`config.mk`:
```
export PLATFORM = sky130hd
export DESIGN_NAME = fc8_input_controller_flat
export DESIGN_NICKNAME = d
export VERILOG_FILES = /design/src/rtl/fc8_input_controller_if.sv /design/src/rtl/fc8_input_controller.sv /design/src/flat_wrapper.sv
export SDC_FILE = /design/constraint.sdc
export NUM_CORES = 1
export LEC_CHECK = 0
export ABC_AREA = 0
export BUFFER_PORTS_ARGS = -buffer_cell sky130_fd_sc_hd__buf_2
export CORE_MARGIN = 2
export CORE_UTILIZATION = 35
export DETAILED_ROUTE_END_ITERATION = 12
export PLACE_DENSITY = 0.59
export SLEW_MARGIN = 40
export SYNTH_ARGS = -nofsm -noshare
export SYNTH_HDL_FRONTEND = slang
export SYNTH_SLANG_ARGS = --single-unit
```
`constraint.sdc`:
```
create_clock -name clk -period 1.8 [get_ports clk]
set_input_delay 0.18 -clock clk [delete_from_list [all_inputs] [get_ports clk]]
set_output_delay 0.18 -clock clk [all_outputs]
set_load 0.005 [all_outputs]
```
`src/rtl/fc8_input_controller_if.sv`:
```
// Gamepad poll controller bundle: poll control, serial pad pins and button status.
// slave = controller side, master = system/pad side.
interface fc8_input_controller_if;
    logic       enable;
    logic       poll_now;
    logic       pad_latch;
    logic       pad_clk;
    logic       pad_data;
    logic [7:0] input_status_out;
    logic       status_valid;
    logic       busy;

    modport slave (
        input  enable,
        input  poll_now,
        input  pad_data,
        output pad_latch,
        output pad_clk,
        output input_status_out,
        output status_valid,
        output busy
    );

    modport master (
        output enable,
        output poll_now,
        output pad_data,
        input  pad_latch,
        input  pad_clk,
        input  input_status_out,
        input  status_valid,
        input  busy
    );
endinterface

```
`src/rtl/fc8_input_controller.sv`:
```
// Polls an 8-button serial gamepad (latch, then 8 clocked bits) periodically or on demand; 18*CLK_DIV+1 cycles poll-start to status_valid.
// No backpressure: status is published as a one-cycle pulse; poll requests while busy are dropped, not queued.
module fc8_input_controller #(
    parameter int CLK_DIV       = 16,
    parameter int POLL_INTERVAL = 50000
) (
    input  logic                    clk,
    input  logic                    rst_n,
    fc8_input_controller_if.slave   pad_if
);

    localparam int TW = $clog2(2 * CLK_DIV + 1);
    localparam int CW = $clog2(POLL_INTERVAL + 1);
    localparam logic [TW-1:0] TICK_HALF = TW'(CLK_DIV - 1);
    localparam logic [TW-1:0] TICK_MID  = TW'(CLK_DIV);
    localparam logic [TW-1:0] TICK_LAST = TW'(2 * CLK_DIV - 1);
    localparam logic [CW-1:0] CNT_LAST  = CW'(POLL_INTERVAL - 1);

    typedef enum logic [1:0] {IDLE, LATCH, SHIFT, DONE} state_t;

    state_t          r_state, w_state_nxt;
    logic [TW-1:0]   r_tick, w_tick_nxt;
    logic [2:0]      r_bit, w_bit_nxt;
    logic [7:0]      r_shift, w_shift_nxt;
    logic [CW-1:0]   r_cnt, w_cnt_nxt;
    logic            r_pad_latch, r_pad_clk, r_valid, r_busy;
    logic [7:0]      r_status;
    logic            w_start, w_load;

    assign w_start = (r_state == IDLE) && pad_if.enable &&
                     ((r_cnt == CNT_LAST) || pad_if.poll_now);

    always_comb begin
        w_state_nxt = r_state;
        w_tick_nxt  = r_tick;
        w_bit_nxt   = r_bit;
        w_shift_nxt = r_shift;
        w_load      = 1'b0;
        case (r_state)
            IDLE: begin
                if (w_start) begin
                    w_state_nxt = LATCH;
                    w_tick_nxt  = '0;
                end
            end
            LATCH: begin
                if (r_tick == TICK_LAST) begin
                    w_state_nxt = SHIFT;
                    w_tick_nxt  = '0;
                    w_bit_nxt   = 3'd0;
                end else begin
                    w_tick_nxt = r_tick + TW'(1);
                end
            end
            SHIFT: begin
                // Sample just before pad_clk rises; pad_data is active-low.
                if (r_tick == TICK_HALF)
                    w_shift_nxt[r_bit] = ~pad_if.pad_data;
                if (r_tick == TICK_LAST) begin
                    w_tick_nxt = '0;
                    if (r_bit == 3'd7)
                        w_state_nxt = DONE;
                    else
                        w_bit_nxt = r_bit + 3'd1;
                end else begin
                    w_tick_nxt = r_tick + TW'(1);
                end
            end
            DONE: begin
                w_state_nxt = IDLE;
                w_load      = 1'b1;
            end
            default: w_state_nxt = IDLE;
        endcase
    end

    // Interval keeps running through a poll so poll starts stay POLL_INTERVAL apart.
    always_comb begin
        w_cnt_nxt = r_cnt + CW'(1);
        if (!pad_if.enable || w_start || (r_cnt == CNT_LAST))
            w_cnt_nxt = '0;
    end

    always_ff @(posedge clk or negedge rst_n) begin
        if (!rst_n) begin
            r_state     <= IDLE;
            r_tick      <= '0;
            r_bit       <= 3'd0;
            r_shift     <= 8'h00;
            r_cnt       <= '0;
            r_pad_latch <= 1'b0;
            r_pad_clk   <= 1'b0;
            r_valid     <= 1'b0;
            r_busy      <= 1'b0;
            r_status    <= 8'h00;
        end else begin
            r_state     <= w_state_nxt;
            r_tick      <= w_tick_nxt;
            r_bit       <= w_bit_nxt;
            r_shift     <= w_shift_nxt;
            r_cnt       <= w_cnt_nxt;
            // Pin strobes come from next-state decode so they are clean flop outputs.
            r_pad_latch <= (w_state_nxt == LATCH);
            r_pad_clk   <= (w_state_nxt == SHIFT) && (w_tick_nxt >= TICK_MID);
            r_busy      <= (w_state_nxt != IDLE);
            r_valid     <= w_load;
            if (w_load)
                r_status <= r_shift;
        end
    end

    assign pad_if.pad_latch        = r_pad_latch;
    assign pad_if.pad_clk          = r_pad_clk;
    assign pad_if.input_status_out = r_status;
    assign pad_if.status_valid     = r_valid;
    assign pad_if.busy             = r_busy;

endmodule
```
`src/flat_wrapper.sv`:
```
// flat-port wrapper written by rule: the top's interface ports become plain ports
module fc8_input_controller_flat 
#(
    parameter int CLK_DIV       = 16,
    parameter int POLL_INTERVAL = 50000
)
  (clk, rst_n, pad_if_enable, pad_if_poll_now, pad_if_pad_data, pad_if_pad_latch, pad_if_pad_clk, pad_if_input_status_out, pad_if_status_valid, pad_if_busy);
  fc8_input_controller_if pad_if_i ();
  input  logic clk;
  input  logic rst_n;
  input wire logic [$bits(pad_if_i.enable)-1:0] pad_if_enable;
  input wire logic [$bits(pad_if_i.poll_now)-1:0] pad_if_poll_now;
  input wire logic [$bits(pad_if_i.pad_data)-1:0] pad_if_pad_data;
  output wire logic [$bits(pad_if_i.pad_latch)-1:0] pad_if_pad_latch;
  output wire logic [$bits(pad_if_i.pad_clk)-1:0] pad_if_pad_clk;
  output wire logic [$bits(pad_if_i.input_status_out)-1:0] pad_if_input_status_out;
  output wire logic [$bits(pad_if_i.status_valid)-1:0] pad_if_status_valid;
  output wire logic [$bits(pad_if_i.busy)-1:0] pad_if_busy;
  assign pad_if_i.enable = pad_if_enable;
  assign pad_if_i.poll_now = pad_if_poll_now;
  assign pad_if_i.pad_data = pad_if_pad_data;
  assign pad_if_pad_latch = pad_if_i.pad_latch;
  assign pad_if_pad_clk = pad_if_i.pad_clk;
  assign pad_if_input_status_out = pad_if_i.input_status_out;
  assign pad_if_status_valid = pad_if_i.status_valid;
  assign pad_if_busy = pad_if_i.busy;
  fc8_input_controller #(.CLK_DIV(CLK_DIV), .POLL_INTERVAL(POLL_INTERVAL)) u_core (.clk(clk), .rst_n(rst_n), .pad_if(pad_if_i));
endmodule
```
==> Word level (Yosys, flattened, before mapping) <==
Cells that the tools add are included.
{ "classes": {"eq_ne": 12, "n_reduce_logical": 14, "add_sub_neg": 3, "n_bitwise": 1, "magnitude_cmp": 3, "muxes": 17} }
{ "op_table": {"columns": ["cell", "count"], "rows": [
  ["adder 16 x 1 -> 16 bit (second input constant)", 1],
  ["equality test 16 bit (second input constant)", 1],
  ["2-to-1 mux 16 bit", 1],
  ["2-to-1 mux 6 bit", 2],
  ["case mux 6 bit (2 select lines)", 1],
  ["2-to-1 mux 3 bit", 3],
  ["bitwise mux 8 bit", 1],
  ["2-to-1 mux 2 bit", 4],
  ["case mux 2 bit (4 select lines)", 1],
  ["adder 6 x 1 -> 6 bit (second input constant)", 1],
  ["equality test 2 bit (second input constant)", 3],
  ["equality test 6 x 4 -> 1 bit (second input constant)", 1],
  ["equality test 6 x 5 -> 1 bit (second input constant)", 1],
  ["greater-or-equal comparator 6 x 5 -> 1 bit (second input constant)", 1],
  ["case mux 3 bit (2 select lines)", 1],
  ["equality test 2 x 1 -> 1 bit (second input constant)", 2],
  ["logical AND 1 bit", 4],
  ["< comparator 3 x 4 -> 1 bit (second input constant)", 1],
  ["inequality test 2 x 1 -> 1 bit (second input constant)", 2],
  ["AND reduction 4 bit", 1],
  ["nonzero test 2 bit", 2],
  ["adder 3 x 1 -> 3 bit (second input constant)", 1],
  ["demux 1 bit (select 3 bit)", 1],
  ["equality test 3 bit (second input constant)", 1],
  ["9 further kinds", 12]
]} }
{ "totals": {"register_bits": 47, "output_inout_bits": 12, "elab_cells": 60, "in_bits": 5} }

==> Longest topological paths before layout <==
Gate-level depths: netlist of the first run.
{ "depth": {"ltp_word": 7, "depth_mapped": 8, "depth_no_buf": 7} }

==> Worst setup path before layout of the first run <==
Ideal clock, no wire load.
{ "synth_path": {"kind": "flip-flop to flip-flop", "startpoint": "register u_core.r_cnt[0]", "endpoint": "register u_core.r_pad_clk (netlist: u_core.pad_if.pad_clk)", "setup_ps": 127, "t_arrival_ps": 1693, "slack_ps": -20, "t_required_ps": 1673, "n_path_buf": 1, "period_less_slack_ps": 1820, "path_stages_with_launch": 8, "cell_sequence": "dfrtp_1 ha_1 and3_1 buf_2 nand4_1 a311o_1 a311oi_1 nor4_2"} }
{ "synth_between": {"elab_chain_cells": 7, "word_cells_on_any_way": 10, "classes_between": "order compare: 1; eq/ne: 2; mux: 4; reduce/logical: 3"} }
{ "synth_lines": {"columns": ["item", "line_no", "rtl"], "rows": [
  ["start, declared", "fc8_input_controller.sv:25", "logic [CW-1:0] r_cnt, w_cnt_nxt;"],
  ["start signal, assigned", "fc8_input_controller.sv:101", "r_cnt <= w_cnt_nxt;"],
  ["equality test 16 bit (*)", "fc8_input_controller.sv:31", "((r_cnt == CNT_LAST) || pad_if.poll_now);"],
  ["logical OR 1 bit (*)", "fc8_input_controller.sv:31", null],
  ["logical AND 1 bit (*)", "fc8_input_controller.sv:30", "assign w_start = (r_state == IDLE) && pad_if.enable &&"],
  ["2-to-1 mux 6 bit / 2-to-1 mux 2 bit (equally long branches)", "fc8_input_controller.sv:41", "if (w_start) begin"],
  ["case mux 6 bit (2 select lines) / case mux 2 bit (4 select lines) (equally long branches)", "fc8_input_controller.sv:39", "case (r_state)"],
  ["greater-or-equal comparator 6 x 5 -> 1 bit / equality test 2 bit (equally long branches)", "fc8_input_controller.sv:104", "r_pad_clk <= (w_state_nxt == SHIFT) && (w_tick_nxt >= TICK_MID);"],
  ["logical AND 1 bit (*)", "fc8_input_controller.sv:104", null],
  ["end signal, assigned", "fc8_input_controller.sv:104", null],
  ["end, declared", "fc8_input_controller.sv:26", "logic r_pad_latch, r_pad_clk, r_valid, r_busy;"]
]} }
Mark *: on every way between the ends. The rest lies on a longest branch, timed or not.
A chain may end at the register's enable or synchronous reset.

==> Worst setup path in the final report of the first run <==
Same ends and word-level chain as after synthesis.

==> metrics.md, run 1 <==
| Metric | Value |
|---|---|
| Status | `finished clean` |
| Synth async-reset ratio | `100.0%` |
| Core region area | `0.006350 sq mm` |
| Post-synth top area share | `51.17%` |
| Non-filler cells, final | `337` |
| XOR/XNOR Fraction of Synth Area | `5.335%` |
| Clock tree buffer depth | `2` |
| Synth top area cells | `dfrtp_1, ha_1, mux2_2` |
| Vias in the first global route | `approximately 1.6k` |
| Wire length per cell | `between 10 and 15 um` |
| Clock power share | `a little over two fifths` |
| H-Tree Depth | `2` |
| Gpl congestion | `0.7585` |
| Worst-Margin Slew | `around 0.56 ns` |
| Most common cell in the synthesized netlist | `dfrtp_1` |
| Multi-input gate area | `0.001091 sq mm` |
| Placed cell count | `327` |
| CP required | `1.99 ns` |
| DP HPWL | `2995 um` |
| Compound-Gate Fraction of Synth Area | `10.72%` |
| Mux cell area share after synthesis | `6.641%` |
| WP data arrival | `between 1.5 and 2 ns` |
| Nets | `273` |
| Synth-to-layout area growth | `24.50%` |
| Synth top cells by count | `dfrtp_1, nor2_1, nand2_1` |
| Final Max Tran Viols | `0` |
| Fin crit period | `1.797 ns` |
| Reg area | `0.001176 sq mm` |
| Antenna violations before repair | `0` |
| PwrDens | `687.2 mW/mm^2` |
| Global-route wire length before repair | `7410 um` |
| Post-synthesis register bit count | `47` |
| Antenna-violating nets left | `0` |
| Final Cycle Share | `99.81%` |
| Initial Util | `36.20%` |
| Post-synth top flop | `dfrtp_1` |
| Endpoints failing hold | `0` |
| Distinct cells, synth | `46` |
| GRT overflow | `0` |
| Syn Nets | `approximately 230` |
| CTS Buf Count | `5` |
| Final core utilization | `45.06%` |
| Crit. End Element | `register` |
| Flop pwr share | `between 50% and 60%` |
| Peak Freq | `556.6 MHz` |
| Count of flip-flops with a built-in enable after synthesis | `0` |
| DRC | `0` |
| DIE WIDTH | `about 85 um` |
| Routed vias | `approximately 1.7k` |
| Clock-pin slew of the registers on the worst-case setup and hold paths | `0.09 ns` |
| # diodes | `0` |
| IO Pins | `17` |
| Largest family of logic cells by synthesized area | `simple AND/OR/NAND/NOR gates` |
| DRT Wirelength | `4275 um` |
| RSZ-0062 raised after global routing | `true` |
| Via/cell ratio | `4.947` |
| Worst slew margin | `62.41%` |
| Largest net degree at the start of global routing | `25` |
| Setup violators final | `0` |
| Clk_lat worst skew | `0.30 ns` |
| Crit path launch type | `register` |
| Sequential fraction of the synthesis area | `approximately half` |
| Vert. Die Dim | `85.04 um` |
| Num rows | `29` |
| Avg Cell Area, Syn | `roughly 11 sq um` |
| Port Buffers | `16` |
| Post-Synth Adder-Cell Area | `under 10%` |
| DRT iter0 DRCs | `87` |
| Synthesis Warnings | `0` |
| Clock Sinks | `47` |
| Hold Crit Class | `in -> reg` |
| P_int | `1.545 mW` |
| DRT Pass-1 Iters | `4` |
| Root Driver | `clkbuf_8` |
| Synth Instances | `between 200 and 250` |
| Sw Ratio | `a little over a fifth` |
| Clk_skew | `0.007741 ns` |
| Sw power | `0.4217 mW` |
| Comb power frac | `3.1%` |
| Yosys top cell by area | `dfrtp_1` |
| Share of layout cells above drive strength 1 | `32.69%` |
| Post-Synth Simple-Gate Area | `17.58%` |
| CTS tree | `yes` |
| Die ar. | `0.007231 sq mm` |
| Layout fillers | `596` |
| VDD IR max | `499.3 uV` |
| Leak | `1.372 nW` |
| All-layer global routing usage | `between 10% and 20%` |
| Max FO, Critical Path | `6` |
| Max-Cap Viols | `0` |
| Crit path kind | `reg -> reg` |
| Synthesized area | `around 0.0023 sq mm` |
[per-layer routing]
metal | vias to the layer above | global-route usage, % | wire [um]
met4 | 0 | 3.463 | 60
met1 | 784 | 17.85 | 2206
li1 | 841 | - | -
met3 | 6 | 3.210 | 142
met2 | 36 | 19.46 | 1865
met5 | - | 0 | 0
[power by group through the flow]
stage / combinational (mW) / clock, mW / sequential (mW)
2_1_floorplan: 0.0214 / 0 / 1.09
3_3_place_gp: 0.0590 / 0 / 1.09
3_5_place_dp: 0.0591 / 0 / 1.09
4_1_cts: 0.0609 / 0.861 / 1.07
5_1_grt: 0.0699 / 0.909 / 1.07
6_report: 0.0608 / 0.832 / 1.07
[registers in the layout, summed over array words and instances, names as in the netlist, named ones only]
register                        flops
u_core.r_cnt                       16
u_core.pad_if.input_status_out      8
u_core.r_shift                      8
u_core.r_bit                        3
u_core.r_state                      2
u_core.r_tick                       2
u_core.pad_if.busy                  1
u_core.pad_if.pad_clk               1
u_core.pad_if.pad_latch             1
u_core.pad_if.status_valid          1
[cells in the final DEF, fill, tap and decap left out, types with 3 or more instances in the layout]
cell type / instances
and3_1: 3
nand2_1: 10
xnor2_1: 6
o31ai_1: 4
xor2_1: 8
nand3_1: 11
buf_4: 28
nand2_2: 3
inv_1: 9
o21ai_0: 3
nand4_1: 5
a21oi_1: 3
dfrtp_1: 47
mux2_2: 9
buf_2: 16
mux2i_1: 4
nor2_1: 24
nor3_1: 3
a21o_1: 3
clkbuf_8: 6
ha_1: 7
inv_2: 3
a22o_1: 6
[logic make-up (layout without fill, tap and decap cells)]
logic type,count (synthesis),count (layout)
AND/OR/NAND/NOR,76,76
flip-flops,47,47
AO/OA/AOI/OAI,33,33
buffers and inverters,21,67
XOR/XNOR,14,14
multiplexers,14,14
adder cells (fa/ha/maj),9,9
[repair_timing]
item / CTS / global route
resized for setup: 1 / 12
buffers inserted: 0 / 1
pin swaps: 0 / 5
hold buffers: 1 / 0
setup endpoints to repair: 1 / 6
hold endpoints to repair: 23 / 0
[layout make-up]
class	count	share of cell area, %
Clock buffer	6	2.886
Clock inverter	2	1.355
Inverter	12	1.574
Multi-Input combinational cell	146	38.13
Sequential cell	47	41.10
Tap cell	77	3.367
Timing Repair Buffer	47	11.59
[final timing paths]
path | startpoint | end | slack, ns | depth (start not counted)
worst min-delay path | pad_if_pad_data | u_core.r_shift[3] | 0.17 | 2
worst max-delay path | u_core.r_cnt[0] | u_core.pad_if.pad_clk | 0.003 | 6
min in group asynchronous | rst_n | asynchronous set/reset pin | 0.40 | 2
max in group asynchronous | rst_n | u_core.r_cnt[13] | 0.86 | 3
worst min register to register | u_core.r_shift[7] | u_core.r_shift[7] | 0.48 | 1
worst max register to register | u_core.r_cnt[0] | u_core.pad_if.pad_clk | 0.003 | 6
[metrics by stage]
| step | instance area (sq um) | TNS [ns] | total power [mW] | hold slack, ns | setup WS [ns] |
|---|---|---|---|---|---|
| after floorplan | 2305 | 0 | 1.114 | -0.1156 | 0.01720 |
| after global placement | 2673 | 0 | 1.152 | 0.2083 | 0.04108 |
| after detailed placement | 2673 | -0.004101 | 1.153 | 0.2101 | -0.004101 |
| after CTS | 2810 | -0.01132 | 1.995 | 0.1608 | -0.01132 |
| after global routing | 2861 | -0.2218 | 2.053 | 0.1515 | -0.09061 |
| final | 2861 | 0 | 1.966 | 0.1698 | 0.003442 |
[critical path, cell delays in order (launching register included)]
cell      delay [ns]
dfrtp_1         0.39
ha_2            0.20
and3_4          0.18
nand4_1         0.17
a311o_2         0.43
a211oi_2        0.25
nor4_2          0.07
No activity file was read; power rests on OpenSTA's default activity.
==> run 2: changes to the inputs <==
--- a/config.mk
+++ b/config.mk
@@ -10,7 +10,7 @@
 export CORE_MARGIN = 2
 export CORE_UTILIZATION = 35
 export DETAILED_ROUTE_END_ITERATION = 12
-export PLACE_DENSITY = 0.59
+export PLACE_DENSITY = 0.57
 export SLEW_MARGIN = 40
 export SYNTH_ARGS = -nofsm -noshare
 export SYNTH_HDL_FRONTEND = slang
==> constraint.sdc (replaced) <==
create_clock -name clk -period 2.15 [get_ports clk]
set_input_delay 0.215 -clock clk [delete_from_list [all_inputs] [get_ports clk]]
set_output_delay 0.215 -clock clk [all_outputs]
set_load 0.005 [all_outputs]
==> run 2 against run 1 <==
Flip-flop and latch count unchanged. Critical path depth unchanged. Clock power decreased by 8.2%. Total power decreased by 13%. Core utilization decreased by 3.6 points. Global-route usage decreased by 0.97 points. Fmax decreased by 11%. Register-to-register slack improved by 0.12 ns. Cell count decreased by 7.1%. Highest routed layer unchanged.
==> metrics.md, run 2 (synthesis results as in run 1) <==
| Metric | Value |
|---|---|
| RSZ-0062 raised after global routing | `false` |
| Port Buffers | `16 (unchanged)` |
| Cell area after layout | `0.002635 sq mm (-7.9%)` |
| Peak Freq | `493.4 MHz (-11%)` |
| # diodes | `0 (unchanged)` |
| PwrDens | `649.0 mW/mm^2 (-5.5%)` |
| Post-DP Area | `0.002481 sq mm (-7.2%)` |
| DP HPWL | `2863 um (-4.4%)` |
| Vias in the first global route | `1454 (-8.6%)` |
| Leak | `1.246 nW (-9.2%)` |
| DRT iter0 DRCs | `86 (-1.1%)` |
| DRC | `0 (unchanged)` |
| GRT overflow | `0 (unchanged)` |
| Antenna-violating nets left | `0 (unchanged)` |
| Routed vias | `1556 (-6.7%)` |
| All-layer global routing usage | `11.70% (-0.97 points)` |
| Status | `finished clean` |
| Total power | `1.710 mW (-13%)` |
| IO Pins | `17 (unchanged)` |
| Wire length per cell | `12.48 um (-1.6%)` |
| Max-Cap Viols | `0 (unchanged)` |
| Most frequent cells in the layout | `dfrtp_1, nor2_1, buf_2, nand2_1, nand3_1` |
| Hold Crit Class | `in -> reg` |
| Clk_skew | `0.004213 ns (-0.003527 ns)` |
| CP required | `2.34 ns (+0.35 ns)` |
| Clock Sinks | `47 (unchanged)` |
| Global-route wire length before repair | `6679 um (-9.9%)` |
| Initial Util | `36.20% (unchanged)` |
| DRT Wirelength | `3907 um (-8.6%)` |
| CTS Buf Count | `5 (unchanged)` |
| DIE WIDTH | `85.04 um (unchanged)` |
| Placed cell count | `304 (-7.0%)` |
| Clock-pin slew of the registers on the worst-case setup and hold paths | `0.09 ns (about the same)` |
| Endpoints failing hold | `0 (unchanged)` |
| Max FO, Critical Path | `8 (+2)` |
| Min Hold Slack | `0.2058 ns (+0.03593 ns)` |
| Crit path launch type | `register` |
| WP data arrival | `2.22 ns (+0.23 ns)` |
| Antenna violations before repair | `0 (unchanged)` |
| Pre-CTS setup slack | `0.08491 ns (+0.08901 ns)` |
| Worst-Margin Slew | `0.5432 ns (-0.02076 ns)` |
| Largest net degree at the start of global routing | `25 (unchanged)` |
| Final Cycle Share | `94.27% (-5.5 points)` |
| Share of layout cells above drive strength 1 | `21.19% (-12 points)` |
| Most common cell after layout, fill and taps aside | `dfrtp_1` |
| VDD IR max | `461.6 uV (-7.6%)` |
| Clock tree buffer depth | `2 (unchanged)` |
| Clk_lat worst skew | `0.30 ns (about the same)` |
| Nets | `249 (-8.8%)` |
| Setup violators final | `0 (unchanged)` |
| Max reg flops | `16 (unchanged)` |
| Vert. Die Dim | `85.04 um (unchanged)` |
| Die ar. | `0.007231 sq mm (unchanged)` |
| Root Driver | `clkbuf_8` |
| Fin crit period | `2.027 ns (+0.2302 ns)` |
| Final Max Tran Viols | `0 (unchanged)` |
| Core region area | `0.006350 sq mm (unchanged)` |
| Fin Setup TNS | `0 ns (unchanged)` |
| Via/cell ratio | `4.971 (+0.50%)` |
| H-Tree Depth | `2 (unchanged)` |
| DRT Pass-1 Iters | `4 (unchanged)` |
| Setup ws final | `0.1233 ns (+0.1198 ns)` |
| Worst slew margin | `63.51% (+1.1 points)` |
| Non-filler cells, final | `313 (-7.1%)` |
| Num rows | `29 (unchanged)` |
| Largest register by flop count | `u_core.r_cnt` |
| CTS tree | `yes` |
| Setup Fix Bufs, Post-CTS | `0 (unchanged)` |
| Final core utilization | `41.50% (-3.6 points)` |
| Gpl congestion | `0.7522 (-0.83%)` |
| Crit path kind | `reg -> reg` |
| Crit. End Element | `register` |
| Synth-to-layout area growth | `14.64%` |
-- run 2: worst max-delay path: stages, from the launching register on --
cell and delay [ns]:
dfrtp_1 0.38, ha_1 0.19, and3_1 0.29, nand4_1 0.20, a311o_2 0.53, a211oi_2 0.26
nor4_2 0.07
-- run 2: final timing paths --
kind	startpoint	end	slack (ns)	cells past startpoint
worst max-delay path	u_core.r_cnt[0]	u_core.pad_if.pad_clk	0.12	6
worst min-delay path	pad_if_pad_data	u_core.r_shift[5]	0.21	2
worst max register to register	u_core.r_cnt[0]	u_core.pad_if.pad_clk	0.12	6
worst min register to register	u_core.r_cnt[0]	u_core.r_cnt[0]	0.46	1
max in group asynchronous	rst_n	u_core.r_state[1]	1.15	3
min in group asynchronous	rst_n	u_core.r_cnt[2]	0.42	2
-- run 2: area by class of cell --
type,instances,area [sq um]
clock buffer,5,68.82
clock inverter,3,67.56
fill,604,3715
inverter,12,45.04
multi-input combinational,146,1046
sequential,47,1176
tap,77,96.34
timing repair buffer,23,135.1
-- run 2: where the power goes --
part	leakage (nW)	internal (mW)	switching [mW]	total, mW
sequential	0.586	0.892	0.00549	0.898
combinational	0.595	0.0162	0.0322	0.0484
clock	0.0644	0.463	0.301	0.764
-- run 2: routing by layer --
layer,vias up,part of all wire (%),global-route usage (%)
met2,15,46,19.60
met3,5,2.6,3.307
met4,0,2.0,5.195
met5,-,0,0
li1,794,-,-
met1,742,49,13.98
-- run 2: timing repair --
action,CTS,global route
endpoints found under the hold margin,22,0
hold buffers,1,0
setup endpoints to repair,0,1
gates resized for setup,0,2
